File: src/rtl/dptr_pkg.sv
// rtl/dptr_pkg.sv - shared types and constants for the datapath instruction sequencer
//
// Holds the sequencer FSM state enum, the R-type opcode/funct encodings the
// sequencer understands, and the legality check used when entry checking is
// compiled in (DPTR_SEQ_ILLEGAL_CHECK_EN).
package dptr_pkg;

  typedef enum logic [2:0] {
    ST_IDLE    = 3'd0,
    ST_ISSUE   = 3'd1,
    ST_SETTLE  = 3'd2,
    ST_CAPTURE = 3'd3,
    ST_DONE    = 3'd4
  } dptr_state_e;

  localparam logic [5:0] OPCODE_RTYPE = 6'h00;

  localparam logic [5:0] FUNCT_ADD = 6'h20;
  localparam logic [5:0] FUNCT_SUB = 6'h22;
  localparam logic [5:0] FUNCT_AND = 6'h24;
  localparam logic [5:0] FUNCT_OR  = 6'h25;
  localparam logic [5:0] FUNCT_SLT = 6'h2A;

  // True when the word is an R-type instruction the datapath can execute.
  function automatic logic rtype_legal(input logic [31:0] w);
    logic funct_ok;
    case (w[5:0])
      FUNCT_ADD, FUNCT_SUB, FUNCT_AND, FUNCT_OR, FUNCT_SLT: funct_ok = 1'b1;
      default:                                              funct_ok = 1'b0;
    endcase
    return (w[31:26] == OPCODE_RTYPE) && funct_ok;
  endfunction

endpackage

File: src/rtl/dptr_prog_buf.sv
// rtl/dptr_prog_buf.sv - DEPTH x 32 program buffer, synchronous write, combinational read
//
// Ports:
//   clk      - write clock
//   we_i     - write enable (already qualified by the sequencer state)
//   waddr_i  - write address
//   wdata_i  - write data
//   raddr_i  - read address
//   rdata_o  - read data, combinational from raddr_i
// Contents are intentionally not reset.
module dptr_prog_buf #(
  parameter int DEPTH = 16,
  parameter int AW    = 4
) (
  input  logic          clk,
  input  logic          we_i,
  input  logic [AW-1:0] waddr_i,
  input  logic [31:0]   wdata_i,
  input  logic [AW-1:0] raddr_i,
  output logic [31:0]   rdata_o
);

  logic [31:0] mem_q [DEPTH];

  always_ff @(posedge clk) begin
    if (we_i) begin
      mem_q[waddr_i] <= wdata_i;
    end
  end

  assign rdata_o = mem_q[raddr_i];

endmodule

File: src/rtl/dptr_sequencer.sv
// rtl/dptr_sequencer.sv - steps a stored R-type program through the datapath and captures ZF
//
// Ports:
//   clk, rst_n             - clock, asynchronous active-low reset
//   start, prog_len        - launch request (sampled in IDLE) and entry count
//   wr_en/wr_addr/wr_data  - program buffer write port (honoured in IDLE/DONE only)
//   ZF_DPTR                - zero flag returned by the datapath
//   instruccion            - registered instruction to the datapath, 0 when idle
//   busy, done             - busy from ISSUE through CAPTURE; one-cycle done pulse
//   zf_mask, zf_count      - captured ZF per entry and its population count
//   illegal_count          - entries skipped as illegal
// Optional feature: define DPTR_SEQ_ILLEGAL_CHECK_EN to skip entries that are
// not supported R-type instructions; otherwise every entry is issued and
// illegal_count stays 0.
module dptr_sequencer #(
  parameter int DEPTH         = 16,
  parameter int SETTLE_CYCLES = 2
) (
  input  logic        clk,
  input  logic        rst_n,
  input  logic        start,
  input  logic [4:0]  prog_len,
  input  logic        wr_en,
  input  logic [3:0]  wr_addr,
  input  logic [31:0] wr_data,
  input  logic        ZF_DPTR,
  output logic [31:0] instruccion,
  output logic        busy,
  output logic        done,
  output logic [15:0] zf_mask,
  output logic [4:0]  zf_count,
  output logic [4:0]  illegal_count
);

  import dptr_pkg::*;

  localparam int         AW          = (DEPTH > 1) ? $clog2(DEPTH) : 1;
  localparam logic [4:0] DEPTH_LEN   = 5'(DEPTH);
  localparam logic [2:0] SETTLE_LAST = 3'(SETTLE_CYCLES - 1);

  dptr_state_e state_q;
  logic [3:0]  idx_q;
  logic [4:0]  len_q;
  logic [2:0]  settle_q;
  logic [31:0] instr_q;
  logic        busy_q;
  logic        done_q;
  logic [15:0] zf_mask_q;
  logic [4:0]  zf_count_q;
  logic [4:0]  illegal_q;

  logic [4:0]  eff_len_d;
  logic        last_entry;
  logic        entry_ok;
  logic        buf_we;
  logic [31:0] rd_data;

  dptr_prog_buf #(
    .DEPTH (DEPTH),
    .AW    (AW)
  ) u_prog_buf (
    .clk     (clk),
    .we_i    (buf_we),
    .waddr_i (wr_addr[AW-1:0]),
    .wdata_i (wr_data),
    .raddr_i (idx_q[AW-1:0]),
    .rdata_o (rd_data)
  );

  always_comb begin
    eff_len_d  = (prog_len > DEPTH_LEN) ? DEPTH_LEN : prog_len;
    last_entry = ({1'b0, idx_q} == (len_q - 5'd1));
    // Writes during a run would change the program under execution, so drop them.
    buf_we     = wr_en && ((state_q == ST_IDLE) || (state_q == ST_DONE));
`ifdef DPTR_SEQ_ILLEGAL_CHECK_EN
    entry_ok   = rtype_legal(rd_data);
`else
    entry_ok   = 1'b1;
`endif
  end

  always_ff @(posedge clk or negedge rst_n) begin
    if (!rst_n) begin
      state_q    <= ST_IDLE;
      idx_q      <= '0;
      len_q      <= '0;
      settle_q   <= '0;
      instr_q    <= '0;
      busy_q     <= 1'b0;
      done_q     <= 1'b0;
      zf_mask_q  <= '0;
      zf_count_q <= '0;
      illegal_q  <= '0;
    end else begin
      case (state_q)
        ST_IDLE: begin
          if (start) begin
            idx_q      <= '0;
            len_q      <= eff_len_d;
            zf_mask_q  <= '0;
            zf_count_q <= '0;
            illegal_q  <= '0;
            if (eff_len_d == 5'd0) begin
              state_q <= ST_DONE;
              done_q  <= 1'b1;
            end else begin
              state_q <= ST_ISSUE;
              busy_q  <= 1'b1;
            end
          end
        end

        ST_ISSUE: begin
          if (entry_ok) begin
            instr_q  <= rd_data;
            settle_q <= '0;
            state_q  <= ST_SETTLE;
          end else begin
            // Skipped entry: never driven, ZF bit left at 0, one cycle spent.
            instr_q   <= '0;
            illegal_q <= illegal_q + 5'd1;
            idx_q     <= idx_q + 4'd1;
            if (last_entry) begin
              state_q <= ST_DONE;
              busy_q  <= 1'b0;
              done_q  <= 1'b1;
            end
          end
        end

        ST_SETTLE: begin
          if (settle_q == SETTLE_LAST) begin
            state_q <= ST_CAPTURE;
          end else begin
            settle_q <= settle_q + 3'd1;
          end
        end

        ST_CAPTURE: begin
          zf_mask_q[idx_q] <= ZF_DPTR;
          zf_count_q       <= zf_count_q + {4'd0, ZF_DPTR};
          idx_q            <= idx_q + 4'd1;
          instr_q          <= '0;
          if (last_entry) begin
            state_q <= ST_DONE;
            busy_q  <= 1'b0;
            done_q  <= 1'b1;
          end else begin
            state_q <= ST_ISSUE;
          end
        end

        ST_DONE: begin
          done_q  <= 1'b0;
          instr_q <= '0;
          state_q <= ST_IDLE;
        end

        default: begin
          state_q <= ST_IDLE;
        end
      endcase
    end
  end

  assign instruccion   = instr_q;
  assign busy          = busy_q;
  assign done          = done_q;
  assign zf_mask       = zf_mask_q;
  assign zf_count      = zf_count_q;
  // Without the check build the skip branch is unreachable, so this stays 0.
  assign illegal_count = illegal_q;

endmodule

File: config.mk
export PLATFORM = sky130hd
export DESIGN_NAME = dptr_sequencer
export DESIGN_NICKNAME = d
export VERILOG_FILES = /design/src/rtl/dptr_pkg.sv /design/src/rtl/dptr_prog_buf.sv /design/src/rtl/dptr_sequencer.sv
export SDC_FILE = /design/constraint.sdc
export NUM_CORES = 1
export LEC_CHECK = 0
export ABC_CLOCK_PERIOD_IN_PS = 8450
export CAP_MARGIN = 30
export CELL_PAD_IN_SITES_DETAIL_PLACEMENT = 0
export CELL_PAD_IN_SITES_GLOBAL_PLACEMENT = 1
export CORE_UTILIZATION = 55
export DETAILED_ROUTE_END_ITERATION = 6
export GPL_ROUTABILITY_DRIVEN = 0
export PLACE_DENSITY = 0.81
export SLEW_MARGIN = 5
export SYNTH_ARGS = -nofsm -noshare
export SYNTH_HDL_FRONTEND = slang
export SYNTH_HIERARCHICAL = 1
export SYNTH_SLANG_ARGS = --single-unit
File: constraint.sdc
create_clock -name clk -period 8.45 [get_ports clk]
set_input_delay 1.2675 -clock clk [delete_from_list [all_inputs] [get_ports clk]]
set_output_delay 1.2675 -clock clk [all_outputs]
set_load 0.03 [all_outputs]
==> flow_summary.ini, run 1 <==
[timing]
max_freq_mhz = 319
tns_ps = 0
period_share_pct = 37.1
hold_violations = 0
finClkSkew_ps = 25.9
slew_headroom_pct = 35.6
fin_crit_ps = 3140
rsz0062_at_grt = no
hold_ws_ps = 487
setup_viol = 0
tightestPinTransition_ps = 965
final_max_slew_viol_count = 0

[cells_and_area]
final_nets = 1283
num_antenna_cells = 0
stdcell_area_um2 = 26200
layout_commonest_cell = edfxtp_1
mostFrequentLayoutCells = edfxtp_1, mux4_2, clkdlybuf4s50_1, nand2_1, dfrtp_1
drive_above_1_share_pct = 20.7
syn_to_final_growth_pct = 17.2
fill_cells = 2583

[clocking]
cts_setup_buffers = 0
insertion_delay_ps = 610
h-tree-depth = 2
cts.sinks = 582
clockRootBuffer = clkbuf_16
cts_tree = yes
numCtsBuffers = 56
post_cts_resized = 0
clockBufferDepth = 3
hold_buffers = 0
clk_pin_slew_worst_paths_ps = 60

[logic_synthesis]
synthTopCellsByArea = edfxtp_1, mux4_2, dfrtp_1, a22oi_1, a22o_1
synth_xor_area_share_pct = 0.414
synth-seq-area-share_pct = 76.5
avgSynthCellArea_um2 = 20.3
synth_top_family_by_area = multiplexers
ys_ff_latch = 582
synth_top_cell_by_area = edfxtp_1
yosysUniqueCellTypes = 48
synth-compound-area-share_pct = 4.73
synth_simple_gate_area_share_pct = 3.02
yosys-mux-area-fraction_pct = 13.2
synth_top_area_share_pct = 68.7
netlist_area_um2 = 22400
synth_fa_ha_area_share_pct = 0.503
synthArstFlopShare_pct = 12.0
yosysWarnings = 6
synth_edf_count = 512
synthFlopType = edfxtp_1
syn_inst = 1101

[critical_path]
cp_max_fo = 17
path_cells = clkdlybuf4s50_1 -> and2_1 -> nand3b_1 -> nor2_4 -> buf_4
crit_arrival_ps = 3400
required_ps = 8710
max_stage_delay_ps = 630
crit_type = in -> reg
crit_buf_inv = 2
crit_slowest_cell = nor2_4
cpLargestDelayFamily = simple AND/OR/NAND/NOR gates
worstSetupStartpointType = input pin
endpoint_kind = flop
regToRegSetupSlack_ps = 5630

[run_status]
outcome = finished, final reports clean

[global_routing]
grt.overflow.total = 0
grt_use_total_pct = 23.1
grt_pass1_vias = 11400
antenna_found_initial = 0
grt_start_max_net_pins = 119
grt_pass1_wl_um = 70700

[power]
ir_drop_mv = 0.243
p_switching_mw = 2.27
seqPwrFrac_pct = 42.9
p_comb_share_pct = 25.8
p_int_mw = 5.69
cellLeakagePower_nw = 8.69
power_mw = 7.96
sw_frac_of_total_pct = 28.5
pwr_density_cell_nw_per_um2 = 303
p_clk_share_pct = 31.3

[die]
io_pins = 106
rows = 73
dieArea_um2 = 41500
die_w_um = 204
initial_core_util_pct = 56.1
design.core.area_um2 = 39900
die_h_um = 204

[place]
place_hpwl_um = 26000
place_area_um2 = 24400
io_buffer_count = 100

[route]
wl_per_cell_um = 25.5
drc_errors = 0
postRouteAntennaNets = 0
vias_per_cell = 6.19
drt_pass1_iterations = 5
drt_iter0_markers = 901
vias = 11100
wl_um = 45800

[flow_run]
drv_cap = 0

[worst_hold_path]
min_path_type = reg -> reg
## flip-flops by register name, summed over array words and instances, names as in the netlist
signal,flops
instruccion,32
done,1
state_q,3
len_q,5
idx_q,4
settle_q,3
zf_count,5
zf_mask,16
u_prog_buf/mem_q,512
busy,1
## Yosys cell counts, types with 11 or more instances
library cell	count
edfxtp_1	512
nor2_1	20
mux4_2	128
a22o_1	36
buf_4	14
clkbuf_1	24
o21ai_0	17
nand2_1	74
a22oi_1	64
buf_2	14
dfrtp_1	70
a21oi_1	11
## kinds of logic (layout without fill, tap and decap cells)
logic type	after synthesis	after routing
DFF	582	582
AOI/OAI and AO/OA	147	147
and+or+nand+nor	145	145
muxes	136	136
buffers and inverters	72	240
adders and majority gates	9	9
xor gates and xnor gates	9	9
other	1	5
## per-layer routing
metal  vias to the layer above  wire length [µm]  global-route usage [%]
li1                       4780                 -                       -
met1                      5889             19600                    33.4
met2                       377             22600                    36.7
met3                        79              2640                    3.52
met4                         0               982                    7.09
met5                         -                 0                       0
## final cells by class
class / instances / area [µm²] / share of cell area (%)
inverters: 9 / 33.8 / 0.129
flip-flops and latches: 582 / 17100 / 65.3
clock buffers: 68 / 1460 / 5.55
repair buffers: 128 / 1490 / 5.67
well taps: 525 / 657 / 2.50
clock inverters: 35 / 382 / 1.46
multi-input cells: 451 / 5070 / 19.4
## metrics by stage
step	std cells	setup slack, ps	util [%]
after CTS	1797	5370	65.6
after detailed placement	1694	4760	61.0
final	1798	5310	65.7
after global routing	1798	5270	65.7
after global placement	1681	4620	60.2
after floorplan	1105	3860	-
## power by group through the flow
| stage | clock [mW] | sequential (mW) | combinational (mW) |
|---|---|---|---|
| global route | 2.64 | 3.44 | 2.22 |
| floorplan | 0 | 3.56 | 1.37 |
| detailed placement | 0 | 3.48 | 2.08 |
| global placement | 0 | 3.52 | 1.97 |
| CTS | 2.53 | 3.42 | 2.09 |
| finish | 2.49 | 3.42 | 2.05 |
## final timing paths
| kind | from | end | cells after the start |
|---|---|---|---|
| min | zf_count[4] | zf_count[4] | 1 |
| min in group asynchronous | rst_n | settle_q[1] | 1 |
| min reg2reg | zf_count[4] | zf_count[4] | 1 |
| max in group asynchronous | rst_n | idx_q[1] | 2 |
| max reg2reg | idx_q[0] | instruccion[17] | 5 |
| max | wr_en | u_prog_buf/mem_q[9][30] | 5 |
No activity file was read; power rests on OpenSTA's default activity.
==> run 2: changes to the inputs <==
--- a/config.mk
+++ b/config.mk
@@ -5,14 +5,14 @@
 export SDC_FILE = /design/constraint.sdc
 export NUM_CORES = 1
 export LEC_CHECK = 0
-export ABC_CLOCK_PERIOD_IN_PS = 8450
+export ABC_CLOCK_PERIOD_IN_PS = 3100
 export CAP_MARGIN = 30
 export CELL_PAD_IN_SITES_DETAIL_PLACEMENT = 0
 export CELL_PAD_IN_SITES_GLOBAL_PLACEMENT = 1
-export CORE_UTILIZATION = 55
+export CORE_UTILIZATION = 53
 export DETAILED_ROUTE_END_ITERATION = 6
 export GPL_ROUTABILITY_DRIVEN = 0
-export PLACE_DENSITY = 0.81
+export PLACE_DENSITY = 0.79
 export SLEW_MARGIN = 5
 export SYNTH_ARGS = -nofsm -noshare
 export SYNTH_HDL_FRONTEND = slang
==> constraint.sdc (replaced) <==
create_clock -name clk -period 3.1 [get_ports clk]
set_input_delay 0.465 -clock clk [delete_from_list [all_inputs] [get_ports clk]]
set_output_delay 0.465 -clock clk [all_outputs]
set_load 0.03 [all_outputs]
==> run 2 against run 1 <==
Total power increased to 2.7 times the previous value. Core utilization decreased by 2.0 points. Critical path depth unchanged. Sequential power rose to 2.7 times the previous value. Final cell count up 0.95%. Setup slack got worse by 4600 ps. Register-to-register slack got worse by 5000 ps. Critical endpoint is now u_prog_buf/mem_q[0][29]. Largest power group unchanged. Highest routed layer unchanged.
==> flow_summary.ini, run 2 (same netlist as run 1, synthesis figures left out) <==
[cells_and_area]
drive_above_1_share_pct = 21.1
syn_to_final_growth_pct = 17.3
stdcell_area_um2 = 26300
final_util_pct = 63.7
multi_input_area_um2 = 5100
mostFrequentLayoutCells = edfxtp_1, mux4_2, clkdlybuf4s50_1, nand2_1, dfrtp_1
largest_register_ffs = 512
seq_area_um2 = 17100
top_register = u_prog_buf/mem_q
layout_commonest_cell = edfxtp_1
num_antenna_cells = 0
final_nets = 1291
stdcell_count = 1815
fill_cells = 2721

[critical_path]
regToRegSetupSlack_ps = 680
endpoint_kind = flop
required_ps = 3380
crit_slowest_cell = or3b_2
reg2reg_to = u_prog_buf/mem_q[0][29]
crit_type = reg -> reg
worstSetupPathDepth = 5
worstSetupStartpointType = flop
path_cells = nor2_1 -> and2_1 -> or3b_2 -> nor3_4 -> buf_12
worstRegToRegCells = 5
crit_buf_inv = 1
cpLargestDelayFamily = simple AND/OR/NAND/NOR gates
max_stage_delay_ps = 600
cp_max_fo = 32
crit_arrival_ps = 2700
rr_startpoint = state_q[1]

[clocking]
cts.sinks = 582
post_cts_resized = 0
h-tree-depth = 2
cts_tree = yes
clockRootBuffer = clkbuf_16
insertion_delay_ps = 610
clk_pin_slew_worst_paths_ps = 60
cts_setup_buffers = 0
numCtsBuffers = 56
clockBufferDepth = 3

[power]
cellLeakagePower_nw = 8.67
ir_drop_mv = 0.585
power_mw = 21.6
pwr_density_cell_nw_per_um2 = 822

[global_routing]
grt_pass1_vias = 11600
grt_use_total_pct = 22.1
grt_start_max_net_pins = 52
grt_pass1_wl_um = 71100
grt.overflow.total = 0
antenna_found_initial = 0

[route]
vias_per_cell = 6.09
drt_pass1_iterations = 5
wl_per_cell_um = 25.3
wl_um = 45900
drt_iter0_markers = 994
vias = 11100
postRouteAntennaNets = 0
drc_errors = 0

[die]
initial_core_util_pct = 54.3
dieArea_um2 = 43100
io_pins = 106
die_h_um = 208
die_w_um = 208
design.core.area_um2 = 41200
rows = 74

[place]
place_area_um2 = 24500
place_hpwl_um = 25600
io_buffer_count = 100
pre_cts_ws_ps = 527
dp.cells = 1709

[run_status]
outcome = finished, final reports clean

[timing]
max_freq_mhz = 413
rsz0062_at_grt = no
slew_headroom_pct = 47.8
final_max_slew_viol_count = 0
period_share_pct = 78.2
setup_slack_ps = 677
finClkSkew_ps = 22.3
tightestPinTransition_ps = 783
fin_crit_ps = 2420
hold_violations = 0
setup_viol = 0

[flow_run]
drv_cap = 0

[worst_hold_path]
min_path_type = in -> async
run 2: worst register-to-register path, cell delays in order, from the launching register on:
cell and delay [ps]:
dfrtp_1 550, nor2_1 200, and2_1 280, or3b_2 610
nor3_4 190, buf_12 240
run 2: power by group:
group	switching (mW)	internal [mW]
combinational	3.07	2.70
clock	2.87	3.66
sequential	0.356	8.93
total	6.30	15.3
run 2: final cells by class:
cell class	instances	area share (%)
Tap cell	532	2.53
Timing Repair Buffer	136	5.94
Sequential cell	582	65.2
Clock buffer	73	5.69
Multi-Input combinational cell	451	19.4
Inverter	9	0.129
Clock inverter	32	1.03
run 2: per-stage QoR:
stage	setup TNS [ps]	hold slack, ps
after floorplan	-13720	169
after global placement	0	466
after detailed placement	0	471
after CTS	0	463
after global routing	0	482
final	0	487
run 2: worst max path at each step:
stage,start,end,slack (ps)
2_1_floorplan,state_q[1],u_prog_buf/mem_q[1][0],-140
3_3_place_gp,wr_en,u_prog_buf/mem_q[0][13],510
3_5_place_dp,wr_en,u_prog_buf/mem_q[0][13],530
4_1_cts,state_q[1],u_prog_buf/mem_q[0][29],690
5_1_grt,state_q[1],u_prog_buf/mem_q[0][7],570
6_report,state_q[1],u_prog_buf/mem_q[0][29],680
run 2: metal layers:
| metal | up-vias | share of wire, % | GRT usage, % |
|---|---|---|---|
| met5 | - | 0 | 0 |
| met2 | 389 | 51 | 37.2 |
| li1 | 4787 | - | - |
| met3 | 73 | 6.0 | 3.37 |
| met1 | 5808 | 41 | 30.4 |
| met4 | 0 | 2.1 | 6.20 |
run 2: timing repair:
item | CTS | global route
endpoints found under the setup margin | 0 | 0
hold endpoints to repair | 49 | 0
hold buffers | 1 | 0
==> edit 1, RTL diff (settings of run 2) <==
Build with the macro `DPTR_SEQ_ILLEGAL_CHECK_EN` defined.
--- a/src/rtl/dptr_sequencer.sv
+++ b/src/rtl/dptr_sequencer.sv
@@ -14,2 +14,4 @@
 // illegal_count stays 0.
+`define DPTR_SEQ_ILLEGAL_CHECK_EN
+
 module dptr_sequencer #(
Formal check against the unedited RTL: not equivalent (Yosys sat finds a counterexample within 4 cycles, from zero or initial values and one cycle with rst_n low).
==> edit 1 against run 2 <==
  * Sequential cell count increased by 5
  * Wire length up 12%
  * Utilization about the same
  * Combinational power down 3%
  * Synthesized area up 1.5%
  * Final area increased by 2.3%
  * Setup slack got worse by 500 ps
  * Total power is 0.50% lower
  * Via count grew 6.6%
  * Critical endpoint is now illegal_count[2]
==> edit 1: results <==
[grt]
grt_use_met2_pct = 38.5
grt_max_degree = 49
grtUsageTotal_pct = 24.2
grt_pass1_vias = 11900
grt_pass1_wl_mm = 76.6
antenna_found_initial = 4
met1_usage_pct = 34.7

[final_layout]
layout-drive-gt1-share_pct = 23.0
fin_cells = 1886
antenna_cells = 2
layout.nets = 1355
seqCellArea_sq_um = 17300
comb.multi_input.count = 479
inv_count = 8
design_area_sq_um = 26900
n_fill_cell = 2830
area_share_nonclk_buffers_pct = 6.47
nClkBuffers = 81
multi_input_area_sq_um = 5300
clock_cell_area_share_pct = 6.92
buffers = 166

[worst_setup_path]
reg2reg_depth = 11
slowest_stage = "dfrtp_4"
slowest_delay_ps = 540
arrival_ps = 3410
r2r-start = "idx_q[1]"
r2r-end = "illegal_count[2]"
crit_family = "compound AO/OA/AOI/OAI gates"
crit_fanout = 23
r2r_slack_ps = 180

[power]
p_leak_nw = 8.93
ir_worst_vdd_mv = 0.533

[sta]
slew_headroom_pct = 43.5
worst_clock_skew_ps = 17.6

[routing]
viasPerCell = 6.25
wl_met2_mm = 24.8
top_layer_used = "met5"
first_iter_violations = 1366
wl_met3_mm = 4.22
routedWlPerCell_microns = 27.2
wl_met1_mm = 21.2

[place]
placed_area_sq_um = 25000
portBuffers = 105
dp_hpwl_mm = 27.7
dp_cells = 1778

[yosys]
synth_compound_area_share_pct = 5.30
synth_cell_type_count = 54
synthArstFlopShare_pct = 12.8
seq_area_frac_synth_pct = 75.9
synthCells = 1135
synth_xor_area_share_pct = 0.308
synth_fa_ha_area_share_pct = 0.551
ys_top_cells_by_area = "edfxtp_1, mux4_2, dfrtp_1"
muxShareOfSynthArea_pct = 12.7
synth_common_cells = "edfxtp_1, mux4_2, dfrtp_1"

[clocking]
numCtsBuffers = 57
clkLatencyLatePin_ps = 610
cts.clk_slew.worst_paths_ps = 70

[run_status]
status = "finished, final reports clean"
[edit 1: power by group]
group | switching, W | internal [W]
clock network | 0.00287 | 0.00398
logic | 0.00306 | 0.00253
registers | 0.000204 | 0.00883
total | 0.00614 | 0.0153
[edit 1: worst max path at each step]
stage                           from                endpoint  slack [ps]  depth (start not counted)
after floorplan           state_q[1]  u_prog_buf/mem_q[1][0]         -80                          5
after global placement      idx_q[0]                idx_q[0]         170                          9
after detailed placement    idx_q[0]        illegal_count[3]         110                         11
after CTS                   idx_q[0]        illegal_count[3]          90                         11
after global routing        idx_q[1]        illegal_count[2]          -5                         11
final                       idx_q[1]        illegal_count[2]         180                         11
[edit 1: stage by stage]
step	hold slack, ps	util [%]	setup slack, ps
CTS	397	63.7	94.4
finish	402	63.7	178
floorplan	169	-	-77.0
global placement	470	59.3	173
detailed placement	475	59.3	108
global route	428	63.7	-5.07
==> edit 2, RTL diff (flow settings as in run 2) <==
Without the edit above. Reset style: synchronous (`rst_n`), changed in one clocked block. Comments in the files are not updated.
--- a/src/rtl/dptr_sequencer.sv
+++ b/src/rtl/dptr_sequencer.sv
@@ -81,3 +81,3 @@
 
-  always_ff @(posedge clk or negedge rst_n) begin
+  always_ff @(posedge clk) begin
     if (!rst_n) begin
Function: differs if rst_n is asserted again (counterexample within 4 cycles, from zero or initial values and one cycle with rst_n low); with rst_n held inactive, the same outputs for 4 cycles.
==> edit 2 against run 2 <==
  * Sequential share of layout area decreased by 1.2 points
  * Maximum frequency rose by 1.4%
  * Sequential cell count did not move
  * Global-route usage is 0.94 points lower
  * Final area down 0.20%
  * Via count rose by 1.3%
  * Critical path type unchanged
  * Critical endpoint is now u_prog_buf/mem_q[0][13]
  * Setup slack better by 32 ps
  * Wire length decreased by 3.0%
  * Synthesized area is 0.20% higher
Power is not compared: it rests on default switching activity, and its combinational part moved more than twofold at a synthesized area within 25%.
==> edit 2: results <==
[place]
dp_hpwl_mm = 26.0
dp_cells = 1764
placed_area_sq_um = 24400
preCtsSetupSlack_ps = 518

[clocking]
clkLatencyLatePin_ps = 610
root_buffer = "clkbuf_16"
cts.sinks = 582

[yosys]
avgSynthCellArea_sq_um = 19.2
synth_fa_ha_area_share_pct = 0.502
synth_common_cells = "edfxtp_1, mux4_2, a22oi_1"
synthArstFlopShare_pct = 0
ys_top_cells_by_area = "edfxtp_1, mux4_2, dfxtp_1"
muxShareOfSynthArea_pct = 12.9
seq_area_frac_synth_pct = 74.8
synth_compound_area_share_pct = 5.69
synth_xor_area_share_pct = 0.273
synth_edf_count = 512

[grt]
antenna_found_initial = 0
grtUsageTotal_pct = 21.2
grt_max_degree = 46
grt_pass1_wl_mm = 68.7

[routing]
viasPerCell = 6.00
first_iter_violations = 877
vias = 11200
wirelength_mm = 44.5

[sta]
worst_clock_skew_ps = 27.8
slew_headroom_pct = 42.9
post-route-period-util_pct = 77.1

[floorplanning]
rows = 74

[final_layout]
comb.multi_input.count = 506
max_flop_register = "u_prog_buf/mem_q"
clock_cell_area_share_pct = 6.76
layout.nets = 1345
area_share_nonclk_buffers_pct = 5.83
seqCellArea_sq_um = 16800
inv_count = 8
n_fill_cell = 2788
nClkBuffers = 78
largest_reg_flops = 512
layout-drive-gt1-share_pct = 20.4
multi_input_area_share_pct = 20.7

[worst_setup_path]
reg2reg_depth = 5
crit_fanout = 20
r2r-end = "u_prog_buf/mem_q[0][13]"
r2r-start = "state_q[1]"
cp-end-kind = "register"
arrival_ps = 2660
r2r_slack_ps = 710
cp-startpoint = "state_q[1]"

[power]
fin_total_pwr_w = 0.0170
swShare_pct = 22.5

[min_path]
hold_class = "in -> reg"

[run_status]
status = "finished, final reports clean"
## edit 2: cell count changes after synthesis, sizes merged, moves of 10 or more
cell,change
a21boi,+25
a21oi,+11
a22o,-36
a22oi,+35
buf,+10
dfrtp,-70
dfxtp,+70
nor2b,+35
## edit 2: metal layers
layer / global-route usage [%] / up-vias / part of all wire, %
li1: - / 4974 / -
met1: 30.0 / 5786 / 42
met2: 34.4 / 390 / 49
met3: 2.93 / 56 / 6.1
met4: 6.64 / 0 / 1.9
met5: 0 / - / 0
## edit 2: how the worst min path moves through the flow
stage / end / slack [ps] / cells after the start
2_1_floorplan: len_q[1] / 450 / 2
3_3_place_gp: zf_count[4] / 450 / 1
4_1_cts: zf_count[4] / 180 / 3
3_5_place_dp: zf_count[4] / 460 / 1
5_1_grt: zf_count[4] / 230 / 3
6_report: zf_count[4] / 210 / 3
## edit 2: worst max-delay path, stage by stage, from the launching register on
cell,delay (ps)
dfxtp_1,480
nor2_4,220
and2_1,250
or3b_2,600
nor3_4,170
buf_4,320
